**config.mk**
```make
export PLATFORM = sky130hd
export DESIGN_NAME = restoring_divider_32b
export DESIGN_NICKNAME = d
export VERILOG_FILES = /design/src/rtl/div_pkg.sv /design/src/rtl/div_trial_sub.sv /design/src/rtl/restoring_divider_32b.sv
export SDC_FILE = /design/constraint.sdc
export NUM_CORES = 1
export LEC_CHECK = 0
export ABC_CLOCK_PERIOD_IN_PS = 3400
export CORE_MARGIN = 8
export CORE_UTILIZATION = 55
export DETAILED_ROUTE_END_ITERATION = 8
export PLACE_DENSITY = 0.81
export SYNTH_ARGS = -nofsm -noshare
export SYNTH_HDL_FRONTEND = slang
export SYNTH_HIERARCHICAL = 1
export SYNTH_SLANG_ARGS = --single-unit
```
**constraint.sdc**
```tcl
create_clock -name clk -period 3.4 [get_ports clk]
set_input_delay 0.68 -clock clk [delete_from_list [all_inputs] [get_ports clk]]
set_output_delay 0.68 -clock clk [all_outputs]
set_load 0.01 [all_outputs]
```
**src/rtl/div_pkg.sv**
```systemverilog
// div_pkg: shared types and constants for the restoring divider slice.
//   WIDTH     : operand/result width (only 32 is supported)
//   CNT_W     : iteration counter width
//   state_t   : IDLE / ITER / DONE
//   QUOT_DIV0 : quotient reported for a zero divisor
package div_pkg;

    localparam int WIDTH = 32;
    localparam int CNT_W = 6;

    typedef enum logic [1:0] {
        IDLE = 2'd0,
        ITER = 2'd1,
        DONE = 2'd2
    } state_t;

    localparam logic [WIDTH-1:0] QUOT_DIV0 = 32'hFFFF_FFFF;

endpackage

```
**src/rtl/div_trial_sub.sv**
```systemverilog
// div_trial_sub: one restoring-division step, purely combinational.
// Shifts the next dividend bit into the partial remainder, tries to subtract
// the divisor, and keeps the difference only if it did not go negative.
//   rem_in  in  WIDTH+1  current partial remainder
//   in_bit  in  1        dividend bit shifted in (MSB of dq)
//   dvs     in  WIDTH    captured divisor
//   rem_out out WIDTH+1  partial remainder after this step
//   qbit    out 1        quotient bit produced by this step
module div_trial_sub
    import div_pkg::*;
(
    input  logic [WIDTH:0]   rem_in,
    input  logic             in_bit,
    input  logic [WIDTH-1:0] dvs,
    output logic [WIDTH:0]   rem_out,
    output logic             qbit
);

    // The partial remainder is always below the divisor, so its top bit is
    // zero and this one-bit-wider subtract equals the 33-bit trial
    // {rem[31:0], bit} - {1'b0, dvs}; the extra bit is only the sign.
    logic [WIDTH+1:0] shifted;
    logic [WIDTH+1:0] trial;

    assign shifted = {rem_in, in_bit};
    assign trial   = shifted - {2'b00, dvs};
    assign qbit    = ~trial[WIDTH+1];
    assign rem_out = qbit ? trial[WIDTH:0] : shifted[WIDTH:0];

endmodule

```
**src/rtl/restoring_divider_32b.sv**
```systemverilog
// restoring_divider_32b: sequential 32-bit unsigned restoring divider,
// one quotient bit per clock (32 iterations, one division per 33 cycles).
//   clk          in   clock, rising edge
//   r            in   synchronous active-high reset
//   start        in   request, sampled in IDLE or DONE
//   dividend     in   32-bit numerator, captured on the accepting edge
//   divisor      in   32-bit denominator, captured on the accepting edge
//   busy         out  high while iterating
//   done         out  one-cycle strobe when results become valid
//   quotient     out  32-bit result, held until the next result
//   remainder    out  32-bit result, held until the next result
//   div_by_zero  out  high with done for a zero divisor, held with results
// Optional feature macro: DIV_ZERO_DETECT_EN (zero divisor finishes in one
// cycle and raises div_by_zero; otherwise div_by_zero is tied low).
module restoring_divider_32b
    import div_pkg::*;
(
    input  logic             clk,
    input  logic             r,
    input  logic             start,
    input  logic [WIDTH-1:0] dividend,
    input  logic [WIDTH-1:0] divisor,
    output logic             busy,
    output logic             done,
    output logic [WIDTH-1:0] quotient,
    output logic [WIDTH-1:0] remainder,
    output logic             div_by_zero
);

    state_t           state;
    logic [WIDTH:0]   rem;
    logic [WIDTH-1:0] dq;
    logic [WIDTH-1:0] dvs;
    logic [CNT_W-1:0] cnt;

    logic [WIDTH:0]   rem_next;
    logic             qbit;
    logic [WIDTH-1:0] dq_next;

    div_trial_sub u_trial (
        .rem_in  (rem),
        .in_bit  (dq[WIDTH-1]),
        .dvs     (dvs),
        .rem_out (rem_next),
        .qbit    (qbit)
    );

    // Dividend bits leave at the MSB while quotient bits enter at the LSB.
    assign dq_next = {dq[WIDTH-2:0], qbit};

`ifdef DIV_ZERO_DETECT_EN
    logic dz_q;
    // Set on a zero-divisor accept; the following DONE cycle publishes the
    // results so done appears one edge after acceptance.
    logic div0_pend;
    assign div_by_zero = dz_q;
`else
    assign div_by_zero = 1'b0;
`endif

    // NOTE: every register here is updated with <= so all state advances
    // together on the edge; blocking assignments would let later statements
    // see half-updated values.
    always_ff @(posedge clk) begin
        if (r) begin
            state     <= IDLE;
            busy      <= 1'b0;
            done      <= 1'b0;
            quotient  <= '0;
            remainder <= '0;
            rem       <= '0;
            dq        <= '0;
            dvs       <= '0;
            cnt       <= '0;
`ifdef DIV_ZERO_DETECT_EN
            dz_q      <= 1'b0;
            div0_pend <= 1'b0;
`endif
        end else begin
            done <= 1'b0;
            case (state)
                IDLE, DONE: begin
`ifdef DIV_ZERO_DETECT_EN
                    if (div0_pend) begin
                        // Result cycle of a zero-divisor request; start is
                        // not sampled until the next DONE cycle.
                        quotient  <= QUOT_DIV0;
                        remainder <= dq;
                        dz_q      <= 1'b1;
                        done      <= 1'b1;
                        div0_pend <= 1'b0;
                        state     <= DONE;
                    end else
`endif
                    if (start) begin
                        rem <= '0;
                        dq  <= dividend;
                        dvs <= divisor;
                        cnt <= '0;
`ifdef DIV_ZERO_DETECT_EN
                        if (divisor == '0) begin
                            div0_pend <= 1'b1;
                            busy      <= 1'b0;
                            state     <= DONE;
                        end else begin
                            busy  <= 1'b1;
                            state <= ITER;
                        end
`else
                        busy  <= 1'b1;
                        state <= ITER;
`endif
                    end else begin
                        state <= IDLE;
                    end
                end

                ITER: begin
                    rem <= rem_next;
                    dq  <= dq_next;
                    cnt <= cnt + 1'b1;
                    if (cnt == CNT_W'(WIDTH - 1)) begin
                        quotient  <= dq_next;
                        remainder <= rem_next[WIDTH-1:0];
                        done      <= 1'b1;
                        busy      <= 1'b0;
`ifdef DIV_ZERO_DETECT_EN
                        dz_q      <= 1'b0;
`endif
                        state     <= DONE;
                    end
                end

                default: begin
                    busy  <= 1'b0;
                    state <= IDLE;
                end
            endcase
        end
    end

endmodule

```
# == Word level (Yosys, flattened, before mapping) ==
# Index checks and enable logic that the tools add are counted.
# word_totals
regBits,171
inputBits,67
# classes
n_addsub,2
eq_ne,5
mux,14
bitwise,2
reduce_logical,8
# op_table
cell,count
$mux W33,2
$pmux W33 S2,1
$pmux W32 S2,1
$sub A34 B32 Y34,1
$mux W32,1
$pmux W6 S2,1
$reduce_and A2 Y1,4
$add A6 B1 Y6 const B,1
$eq A6 B5 Y1 const B,1
$mux W6,1
$mux W1,4
$ne A2 B2 Y1 const B,2
$pmux W2 S2,1
$reduce_or A2 Y1,2
$eq A2 B1 Y1 const B,1
$eq A2 B2 Y1 const B,1
$logic_not A2 Y1,1
$mux W2,1
$not A1 Y1,2
$pmux W1 S2,1
$reduce_bool A2 Y1,1

# == Longest topological paths before layout ==
# depth
word_depth,4
ltp_mapped,16

# == Hierarchy ==
# Netlist, hierarchy kept.
# modules_own_cells
mod,n_inst,cells_per_inst,area_each_um2,seq_area_each_um2
restoring_divider_32b,1,762,6608.8,3423.3
div_trial_sub,1,306,2213.4,0.0

# == Least setup slack after synthesis ==
# OpenSTA, ideal clock, no wires.
# synth_timing
path_type,flip-flop to flip-flop
from,register dvs[6]
to,register remainder[16]
arrival_ns,2.909
setup_slack_ns,0.420
path_stages_with_launch,16
n_path_buf,3
path_cell_list,dfxtp_1 > inv_1 > ha_1 > clkbuf_1 > nand2_1 > or3b_1 > a211oi_2 > o31ai_1 > and3_4 > o31ai_4 > xor2_1 > buf_4 > buf_6 > mux2i_1 > nand2_1 > mux2i_1
# synth_between
elab_chain_len,2
# synth_lines
element,line,rtl
"start, declared",restoring_divider_32b.sv:33,logic [WIDTH-1:0] dvs;
"start signal, assigned",restoring_divider_32b.sv:98,dvs <= divisor;
$sub A34 B32 Y34,div_trial_sub.sv:26,"assign trial = shifted - {2'b00, dvs};"
$mux W33,div_trial_sub.sv:28,assign rem_out = qbit ? trial[WIDTH:0] : shifted[WIDTH:0];
named net rem_next[16],restoring_divider_32b.sv:36,logic [WIDTH:0] rem_next;
"end signal, assigned",restoring_divider_32b.sv:124,remainder <= rem_next[WIDTH-1:0];
"end, declared",restoring_divider_32b.sv:26,"output logic [WIDTH-1:0] remainder,"
# The timed path passes the listed nets, and every way through them passes these cells.
# A chain may end at the register's enable or synchronous reset.

# == Final worst setup path ==
# layout_timing
from,register dvs[10]
to,register rem[23]
# layout_between
elab_chain_len,3
# layout_lines
element,line,rtl
$sub A34 B32 Y34,div_trial_sub.sv:26,
$mux W33,div_trial_sub.sv:28,
named net rem_next[23],restoring_divider_32b.sv:36,
$pmux W33 S2,restoring_divider_32b.sv:81,case (state)
"end signal, assigned",restoring_divider_32b.sv:119,rem <= rem_next;
"end, declared",restoring_divider_32b.sv:31,logic [WIDTH:0] rem;
# The timed path passes the listed nets, and every way through them passes these cells.

==> impl_metrics.csv <==
group,metric,value,unit
run_status,status,"complete, no violations",
place,dpl.hpwl,14.9,mm
synthesis,synthDistinctLibCells,61,
place,dpl_cell_area,0.0102,mm²
finish,postLayoutCellArea,0.0111,mm²
synthesis,synth_top_area_share,38.8,%
clocking,clock-sinks,171,
clocking,holdBufCountCts,0,
die,initial_core_util,55.9,%
die,fp-row-count,46,
global_routing,grt_pass1_vias,7727,
timing,hold_viol,0,
finish,nets,1270,
timing,hold-worst-slack,0.456,ns
timing,period_share,98.5,%
routing,wl_per_cell,16.6,µm
die,core,0.0158,mm²
setup_path,path_class,"flop to flop",
timing,relSlewSlack,42.4,%
synthesis,async_reset_ff_share,0,%
synthesis,synth_commonest_cells,"244 x nand2_1, 171 x dfxtp_1, 132 x a21oi_1, 70 x nand3_1, 68 x mux2i_1",
routing,vias_per_cell,5.68,
place,globalplace.congestion,0.890,
die,fp.dieW,143,µm
synthesis,yosys.area.top_type,"dfxtp_1",
place,place.port_buffers,132,
finish,insertedDiodeCount,0,
global_routing,grt_pass1_wl,36.9,mm
power_and_ir_drop,ir_worst_vdd,0.000735,V
clocking,clk_pin_slew,0.07,ns
power_and_ir_drop,power.density,1030,mW/mm²
routing,ant_nets,0,
finish,area_growth,25.6,%
timing,worst_slew_pin_slew,0.864,ns
routing,via_count,7945,
timing,setup-violations-final,0,
die,dieArea,0.0203,mm²
global_routing,grt_start_max_net_pins,78,
power_and_ir_drop,p_leak,0.00411,µW
timing,period_needed,3.35,ns
synthesis,syn-num-nets,1169,
clocking,clock_latency,0.43,ns
timing,rsz0062_at_grt,"true",
setup_path,endpoint_kind,"flop",
routing,first_iter_violations,543,
synthesis,synth.most_common_cell,"nand2_1",
finish,post-route-util,70.3,%
global_routing,overflow,0,
setup_path,reg2regPathDepth,14,
finish,drive_gt1_share,9.22,%
synthesis,ys_ff_latch,171,
synthesis,synth_area_leaders,"dfxtp_1 39%, nand2_1 10%, mux2i_1 7.7%, a21oi_1 7.5%, ha_1 4.7%",
die,ios,134,
setup_path,crit_arrival,3.63,ns
clocking,cts_buffers,17,
timing,maxSlewViolCount,0,
synthesis,ys_dominant_reg_cell,"dfxtp_1",
setup_path,cp-start-kind,"flop",
synthesis,synth_area,0.00882,mm²
min_path,min_path_type,"flop to flop",
synthesis,syn_area_per_cell,8.26,µm²
synthesis,seq_area_frac_synth,38.8,%
timing,fmax,0.299,GHz
synthesis,yosysWarningCount,6,
clocking,cts_tree,"done",
routing,drt-pass1-iter-count,5,
timing,fin_setup_tns,0,ns
routing,drc,0,
timing,fin_worst_skew,0.00941,ns
clocking,htreeDepth,4,
global_routing,antenna_found_initial,0,
clocking,clockBufferDepth,2,
power_and_ir_drop,finalPower,11500,µW
clocking,cts_root_buffer,"clkbuf_16",
synthesis,synth-edff-count,0,
setup_path,crit_path_max_fanout,11,
min_path,hold_depth,2,
routing,drt-total-wl,23.2,mm
die,die_h,143,µm
run,maxCapViolations,0,
synthesis,synthCells,1068,
setup_path,critical_path_required,3.68,ns
global_routing,grt_usage,21.9,%
-- registers in the layout, summed over array words and instances (netlist names) --
| signal | cells |
|---|---|
| quotient | 32 |
| busy | 1 |
| cnt | 6 |
| remainder | 32 |
| dvs | 32 |
| state | 2 |
| rem | 33 |
| dq | 32 |
| done | 1 |
-- report_power, final --
group	switching, µW	internal (µW)	total (µW)
Combinational	3580	3600	7180
Sequential	168	2200	2370
Clock	885	1040	1920
-- critical path, stage by stage (launching register included) --
cell and delay, ns:
dfxtp_2 0.33, inv_1 0.07, ha_4 0.30, and3_4 0.19
or3b_4 0.38, a211oi_4 0.25, o31ai_2 0.12, and3_4 0.21
o31ai_4 0.31, xor2_4 0.24, buf_12 0.16, clkbuf_16 0.16
mux2_2 0.35, nand2_1 0.06, a21oi_1 0.05
-- cell families after synthesis --
logic type	Yosys count	share of synthesized area (%)
simple gates	374	18.2
compound gates	246	17.4
flops	171	38.8
buf+inv	121	7.02
mux	92	10.8
fa+ha+maj	34	4.91
xor+xnor	29	2.88
other cells	1	0.0425
-- metal layers --
metal / vias to the layer above / global-route usage, % / wire length [µm] / part of all wire, %
met5: - / 0 / 0 / 0
met4: 0 / 7.33 / 268 / 1.2
met3: 25 / 7.55 / 1920 / 8.3
met2: 238 / 35.6 / 11100 / 48
met1: 3797 / 26.5 / 9920 / 43
li1: 3885 / - / - / -
-- layout by cell type, fill, tap and decap left out, drive strengths merged, types with 19 or more instances in the layout --
cell type and instances:
clkdlybuf4s50 131, mux2 24, nor2 20, nand2 244, clkbuf 20, nand3 70
xnor2 19, a22oi 32, ha 33, a21o 25, inv 47, mux2i 68
buf 29, dfxtp 171, a21oi 132
-- final timing paths --
kind | slack, ns | start | endpoint
hold reg to reg | 0.46 | dvs[26] | dvs[26]
setup / recovery | 0.05 | dvs[10] | rem[23]
hold / removal | 0.46 | dvs[26] | dvs[26]
setup reg to reg | 0.05 | dvs[10] | rem[23]
-- metrics by stage --
stage / instances / setup slack [ns]
final: 1398 / 0.0521
after global routing: 1398 / -0.0521
after CTS: 1387 / 0.0204
after detailed placement: 1355 / 0.0915
after global placement: 1355 / 0.151
after floorplan: 1068 / 0.420
-- layout make-up --
cell class	count	area, µm²
clock buffer	17	425
clock inverter	15	156
fill	1244	4690
inverter	40	153
multi-input combinational	776	4980
sequential	171	3430
tap	216	270
timing repair buffer	163	1670
-- repair_timing --
action / CTS / global route
endpoints found under the setup margin: 0 / 61
buffers inserted: 0 / 8
resized for setup: 0 / 33
Note: power is estimated with default switching activity, not from simulation.
